[config.mk]
export PLATFORM = sky130hd
export DESIGN_NAME = edit_field_sequencer
export DESIGN_NICKNAME = d
export VERILOG_FILES = /design/src/rtl/edit_field_sequencer_pkg.sv /design/src/rtl/ps2_make_filter.sv /design/src/rtl/edit_field_sequencer.sv
export SDC_FILE = /design/constraint.sdc
export NUM_CORES = 1
export LEC_CHECK = 0
export CORE_MARGIN = 3
export CORE_UTILIZATION = 54
export DETAILED_ROUTE_END_ITERATION = 6
export PLACE_DENSITY = 0.83
export SLEW_MARGIN = 20
export SYNTH_ARGS = -nofsm -noshare
export SYNTH_HDL_FRONTEND = slang
export SYNTH_SLANG_ARGS = --single-unit
[constraint.sdc]
create_clock -name clk -period 2.55 [get_ports clk]
set_input_delay 0.255 -clock clk [delete_from_list [all_inputs] [get_ports clk]]
set_output_delay 0.255 -clock clk [all_outputs]
set_load 0.03 [all_outputs]
[src/rtl/edit_field_sequencer_pkg.sv]
// Shared key codes, state encoding and field encoding for the date-edit sequencer.
// Field step helpers live here so every user wraps the field the same way.
package edit_field_sequencer_pkg;

    localparam logic [7:0] KEY_BREAK = 8'hF0;
    localparam logic [7:0] KEY_EXT   = 8'hE0;
    localparam logic [7:0] KEY_ENTER = 8'h5A;
    localparam logic [7:0] KEY_ESC   = 8'h76;
    localparam logic [7:0] KEY_UP    = 8'h75;
    localparam logic [7:0] KEY_DOWN  = 8'h72;
    localparam logic [7:0] KEY_RIGHT = 8'h74;
    localparam logic [7:0] KEY_LEFT  = 8'h6B;

    typedef enum logic [1:0] {
        ST_IDLE  = 2'd0,
        ST_EDIT  = 2'd1,
        ST_BREAK = 2'd2,
        ST_EXT   = 2'd3
    } state_t;

    typedef enum logic [1:0] {
        FIELD_NONE  = 2'd0,
        FIELD_DAY   = 2'd1,
        FIELD_MONTH = 2'd2,
        FIELD_YEAR  = 2'd3
    } field_t;

    // Prefix tracking inside the make-code filter.
    typedef enum logic [1:0] {
        PFX_NONE  = 2'd0,
        PFX_EXT   = 2'd1,
        PFX_BREAK = 2'd2
    } pfx_t;

    function automatic field_t field_next(input field_t f);
        case (f)
            FIELD_DAY:   return FIELD_MONTH;
            FIELD_MONTH: return FIELD_YEAR;
            default:     return FIELD_DAY;
        endcase
    endfunction

    function automatic field_t field_prev(input field_t f);
        case (f)
            FIELD_DAY:   return FIELD_YEAR;
            FIELD_MONTH: return FIELD_DAY;
            FIELD_YEAR:  return FIELD_MONTH;
            default:     return FIELD_YEAR;
        endcase
    endfunction

endpackage

[src/rtl/ps2_make_filter.sv]
// Strips PS/2 set-2 prefixes: E0 is swallowed, F0 swallows itself and the next byte.
// make_valid is combinational from got_data so the sequencer can register its response in one cycle.
module ps2_make_filter
    import edit_field_sequencer_pkg::*;
(
    input  logic       clk,
    input  logic       rst,
    input  logic [7:0] scan_code,
    input  logic       got_data,
    output logic       make_valid,
    output logic [7:0] make_code
);

    pfx_t pfx;

    always_comb begin
        make_valid = got_data
                     && (pfx != PFX_BREAK)
                     && (scan_code != KEY_BREAK)
                     && (scan_code != KEY_EXT);
        make_code  = scan_code;
    end

    always_ff @(posedge clk) begin
        if (rst) begin
            pfx <= PFX_NONE;
        end else if (got_data) begin
            if (pfx == PFX_BREAK)
                pfx <= PFX_NONE;
            else if (scan_code == KEY_BREAK)
                pfx <= PFX_BREAK;
            else if (scan_code == KEY_EXT)
                pfx <= PFX_EXT;
            else
                pfx <= PFX_NONE;
        end
    end

endmodule

[src/rtl/edit_field_sequencer.sv]
// Keyboard-driven date-field editor: Enter starts/commits, arrows step or select, Esc or idle timeout aborts.
// Every output is a register updated on the edge that samples got_data.
module edit_field_sequencer
    import edit_field_sequencer_pkg::*;
#(
    parameter logic [31:0] TIMEOUT_CYC = 32'd500_000_000,
    parameter int unsigned TW          = 32
) (
    input  logic       clk,
    input  logic       rst,
    input  logic [7:0] scan_code,
    input  logic       got_data,
    output logic [1:0] field_sel,
    output logic       editing,
    output logic       inc_pulse,
    output logic       dec_pulse,
    output logic       commit_pulse,
    output logic       abort_pulse
);

    // Abort is registered on the edge where the idle count reaches TIMEOUT_CYC-1.
    localparam logic [TW-1:0] TMO_ARM = TW'(TIMEOUT_CYC - 32'd2);
    localparam logic [TW-1:0] TMO_SAT = {TW{1'b1}};

    logic          make_valid;
    logic [7:0]    make_code;
    state_t        state;
    field_t        field;
    logic [TW-1:0] timer;

    ps2_make_filter u_filter (
        .clk        (clk),
        .rst        (rst),
        .scan_code  (scan_code),
        .got_data   (got_data),
        .make_valid (make_valid),
        .make_code  (make_code)
    );

    assign field_sel = field;

    always_ff @(posedge clk) begin
        if (rst) begin
            state        <= ST_IDLE;
            field        <= FIELD_NONE;
            editing      <= 1'b0;
            inc_pulse    <= 1'b0;
            dec_pulse    <= 1'b0;
            commit_pulse <= 1'b0;
            abort_pulse  <= 1'b0;
            timer        <= '0;
        end else begin
            inc_pulse    <= 1'b0;
            dec_pulse    <= 1'b0;
            commit_pulse <= 1'b0;
            abort_pulse  <= 1'b0;
            case (state)
                ST_EDIT: begin
                    if (got_data) begin
                        // Any byte, including prefixes and unmapped codes, counts as activity.
                        timer <= '0;
                        if (make_valid) begin
                            case (make_code)
                                KEY_UP:    inc_pulse <= 1'b1;
                                KEY_DOWN:  dec_pulse <= 1'b1;
                                KEY_RIGHT: field <= field_next(field);
                                KEY_LEFT:  field <= field_prev(field);
                                KEY_ENTER: begin
                                    commit_pulse <= 1'b1;
                                    state        <= ST_IDLE;
                                    field        <= FIELD_NONE;
                                    editing      <= 1'b0;
                                end
                                KEY_ESC: begin
                                    abort_pulse <= 1'b1;
                                    state       <= ST_IDLE;
                                    field       <= FIELD_NONE;
                                    editing     <= 1'b0;
                                end
                                default: ;
                            endcase
                        end
                    end else if (timer == TMO_ARM) begin
                        abort_pulse <= 1'b1;
                        state       <= ST_IDLE;
                        field       <= FIELD_NONE;
                        editing     <= 1'b0;
                        timer       <= '0;
                    end else if (timer != TMO_SAT) begin
                        timer <= timer + TW'(1);
                    end
                end
                default: begin
                    timer <= '0;
                    if (make_valid && (make_code == KEY_ENTER)) begin
                        state   <= ST_EDIT;
                        field   <= FIELD_DAY;
                        editing <= 1'b1;
                    end
                end
            endcase
        end
    end

endmodule

Word-level counts from Yosys, hierarchy flattened. Index checks and enable logic that the tools add are counted.

Register bits: 43. Bits of input ports: 11.

Eq/ne operators: 22. Bitwise gates (word level): 3. Mux-type cells: 28. Add/sub/neg operators: 1. Reductions and logical operators: 11.

Operators with widths (number): == test 8 x 7 -> 1 bit (second input constant) (6); adder 32 x 1 -> 32 bit (second input constant) (1); == test 32 x 29 -> 1 bit (second input constant) (1); inequality test 32 bit (second input constant) (1); two-way mux 2 bit (11); == test 8 bit (second input constant) (2); inequality test 8 bit (second input constant) (2); two-way mux 1 bit (14); inequality test 3 bit (second input constant) (3); one-hot mux 2 bit (2 select lines) (2); AND reduction 4 bit (2); OR reduction 4 bit (2); == test 2 bit (second input constant) (3); one-hot mux 2 bit (3 select lines) (1); inequality test 5 x 3 -> 1 bit (second input constant) (1); == test 2 x 1 -> 1 bit (second input constant) (2); logical AND 1 bit (4); OR reduction 2 bit (2); NOT 1 bit (3); inequality test 2 bit (second input constant) (1); nonzero test 2 bit (1).

Logic depth before layout (Yosys ltp).
Word-level depth: 7. Mapped depth: 7.

Modules after synthesis. A second synthesis with hierarchy kept.

Cell total of the unflattened synthesis: 289. Area, all modules: 2404.8 um^2.

By module, submodules not included: edit_field_sequencer (area each 2234.6 um^2, cells an instance 267, sequential area each 780.7 um^2, instances 1); ps2_make_filter (area each 170.2 um^2, cells an instance 22, sequential area each 40.0 um^2, instances 1).

Worst setup path after synthesis. Ideal clock, no wire load.

Path type: register to register. Start: register timer[1]. End: register timer[19]. Buffers on the path: 1. Required time: 2.428 ns. Arrival: 1.867 ns. Cell stages (with the launch flop): 8. Clock period less this slack: 1.989 ns. Slack: 0.561 ns. Path through: dfxtp_1 -> ha_1 -> nand3_1 -> or3_4 -> o41ai_2 -> buf_4 -> or3_1 -> a21oi_1.

Longest elaborated chain between the ends: 2. Elaborated cells between the ends (all ways): 4. Classes of those cells: add/sub (1); eq/ne (2); reduce/logical (1).

RTL lines: from (decl) (RTL line edit_field_sequencer.sv:29) `logic [TW-1:0] timer;`; from (signal assigned) (RTL line edit_field_sequencer.sv:90) `timer <= timer + TW'(1);`; parallel branches: the longest is 2 deep, another holds adder 32 x 1 -> 32 bit.

Several ways; the timed one is not identified. A chain may end at the register's enable or synchronous reset.

Worst setup path after layout.
Start: register timer[1]. End: register timer[17].

The elaborated chain is that of the path after synthesis.

==> impl_metrics.csv <==
group,metric,value,unit
cts,cts_buffers,5,
synthesis,synth-seq-cells,41,
critical_path,cp_data_required_time,2.77,ns
critical_path,worst_setup_path_startpoint,"timer[1]",
sta,final-hold-violation-count,0,
sta,max_slew_margin,0.4713,
cts,cts_sinks,41,
sta,maxSlewViolCount,0,
place,dpl.hpwl,4.089,mm
floorplan,die_area,0.005242,mm^2
synthesis,synth_top_cell_by_area,"dfxtp_1",
synthesis,postSynth.asyncResetShare,0,
pwr,p_per_area,444.7,mW/mm^2
floorplan,pin_count,18,
sta,finalCriticalPeriod,2.348,ns
synthesis,synth-edff-count,0,
sta,setup_viol,0,
cells_and_area,synthToLayoutAreaGrowth,15.97,%
cts,root_buffer,"clkbuf_8",
synthesis,synth_flop_cell,"dfxtp_1",
synthesis,yosysSeqAreaShare,0.3447,
cells_and_area,nFillCells,340,
floorplan,die-width,72.40,um
cells_and_area,layout_common_cells,"dfxtp_1 (41), nand2_1 (21), a21oi_1 (21), nor2_1 (21), clkdlybuf4s50_1 (17)",
synthesis,synthCells,277,
sta,skew,0.005224,ns
critical_path,regToRegSetupSlack,0.20,ns
sta,setup_tns,0,ns
drt,wire_per_inst,15.92,um
global_routing,grt_pass1_wl,9.818,mm
cells_and_area,antenna_cells,0,
pwr,p_leak,0.7836,nW
global_routing,antenna_found_initial,0,
synthesis,yosysUniqueCellTypes,56,
cts,clock_path_buffers,2,
drt,vias_per_cell,6.346,
sta,clock.fmax,0.4259,GHz
sta,rsz0062_at_grt,"false",
synthesis,netlist_area,0.002381,mm^2
critical_path,critPathLaunchType,"register",
cts,postCtsSetupBuffers,0,
sta,worstMarginPinSlew,0.7902,ns
place,port_buffers,17,
critical_path,r2r-start,"timer[1]",
critical_path,critPathCaptureType,"register",
drt,vias,2240,
drt,wl,5.618,mm
floorplan,start_util,0.5786,
pwr,ir_drop,0.2131,mV
synthesis,avgSynthCellArea,8.596,um^2
global_routing,grt_overflow,0,
drt,first_iter_violations,116,
synthesis,yosys-top-cells-area,"dfxtp_1 (34%), a21oi_1 (4.4%), or3_1 (3.7%)",
floorplan,fp.dieH,72.40,um
critical_path,reg2reg_to,"timer[17]",
global_routing,grt_usage,0.2305,
cells_and_area,final_common_cell,"dfxtp_1",
worst_hold_path,hold_path_startpoint,"u_filter.pfx[0]",
floorplan,core_area,0.004115,mm^2
drt,antenna_left,0,
critical_path,crit_type,"register to register",
worst_hold_path,hp-class,"register to register",
synthesis,synth_top_cell_area_share,0.3447,
outcome,status,"completed",
cells_and_area,fin_nets,318,
critical_path,reg2reg_depth,7,
global_routing,grt_start_max_net_pins,14,
worst_hold_path,hold_end,"u_filter.pfx[0]",
synthesis,ys.warnings.count,0,
floorplan,rows,23,
drt,post-route-drc-count,0,
cells_and_area,fin_util,0.6710,
place,gp_congestion,0.8650,
global_routing,grt_pass1_vias,2283,
drt,dr.pass1.iters,4,
cts,cts_tree,"yes",
cells_and_area,drive_gt1_frac,0.1188,
cts,cts.htree.levels,2,
cts,clock_latency,0.29,ns
critical_path,arrival,2.57,ns
sta,period_share,0.9208,
cts,clk_pin_slew_worst_paths,0.08,ns
flow_run,maxCapViolCount,0,
synthesis,synth_nets,293,
critical_path,critPathMaxFanout,13,
worst_hold_path,hold_depth,2,
-- synthesized netlist by cell type (all sizes together) (2+ instances only) --
master	number
dfxtp	41
a21oi	22
nand2	21
nor2	21
or3	16
nand4	14
o21ai	14
nand3	11
xnor2	9
buf	8
inv	8
nor3	7
nor4	7
a211oi	6
or4	6
ha	5
nand4b	5
o31ai	5
nand2b	4
a2111oi	3
a311oi	3
a31oi	3
and3	3
nand4bb	3
or2	3
a21o	2
and4	2
clkbuf	2
mux2i	2
nor2b	2
nor4b	2
nor4bb	2
o211ai	2
o311ai	2
o41ai	2
or4b	2
-- cell families (layout without fill, tap and decap cells) --
family                   Yosys count  after routing  share of synthesized area
adder cells (fa/ha/maj)            5              5                    0.02627
flip-flops                        41             41                     0.3447
AO/OA/AOI/OAI                     67             67                     0.1965
XOR/XNOR                          10             10                    0.03679
multiplexers                       2              2                   0.008408
buffers and inverters             18             44                    0.03889
AND/OR/NAND/NOR                  134            134                     0.3484
-- flip-flops by register name, summed over array words and instances (netlist names) --
| register | cells |
|---|---|
| inc_pulse | 1 |
| field_sel | 2 |
| editing | 1 |
| dec_pulse | 1 |
| commit_pulse | 1 |
| u_filter.pfx | 2 |
| abort_pulse | 1 |
| timer | 32 |
-- repair_timing --
item                                    4_1_cts  5_1_grt
hold buffers                                  0        0
resized for setup                             0        1
endpoints found under the setup margin        0        1
-- worst max-delay path, cell delays in order, from the launching register on --
cell and delay, ns:
dfxtp_1 0.40, ha_1 0.20, nand3_1 0.22, or3_4 0.50, o41ai_2 0.47, buf_4 0.23, o21ai_0 0.09, a21oi_1 0.15
-- where the power goes --
group          internal [mW]  switching (mW)  leakage (nW)
registers              0.640        0.000205         0.330
logic                 0.0238          0.0218         0.396
clock network          0.318           0.224        0.0574
total                  0.982           0.246         0.784
-- layer usage --
metal / vias up / GRT usage / wire length [um]
met5: - / 0 / 0
met4: 0 / 0.09426 / 131
li1: 1111 / - / -
met1: 1063 / 0.2762 / 2568
met2: 51 / 0.3933 / 2676
met3: 15 / 0.05679 / 240
-- per-stage QoR --
step	setup WS, ns	hold WS (ns)	cells	instance area, um^2	power [mW]
after floorplan	0.5612	0.3274	277	2381	0.6718
after global placement	0.2807	0.4787	345	2634	0.6988
after detailed placement	0.2480	0.4774	345	2634	0.6998
after CTS	0.1807	0.5000	353	2754	1.239
after global routing	0.1009	0.5551	353	2761	1.268
final	0.2020	0.5012	353	2761	1.228
-- worst max-delay path by stage --
stage | to | cells after the start
floorplan | timer[19] | 7
global placement | timer[19] | 7
detailed placement | timer[25] | 6
CTS | timer[25] | 6
global route | timer[17] | 7
finish | timer[17] | 7
-- area by class of cell --
| cell class | count | area, um^2 | area share |
|---|---|---|---|
| multi-input cells | 218 | 1475 | 0.5342 |
| inverters | 8 | 30.03 | 0.01087 |
| clock buffers | 6 | 82.58 | 0.02990 |
| well taps | 50 | 62.56 | 0.02266 |
| repair buffers | 28 | 252.7 | 0.09153 |
| clock inverters | 2 | 37.54 | 0.01359 |
| flip-flops and latches | 41 | 820.8 | 0.2972 |
(Power assumes the default switching activity.)
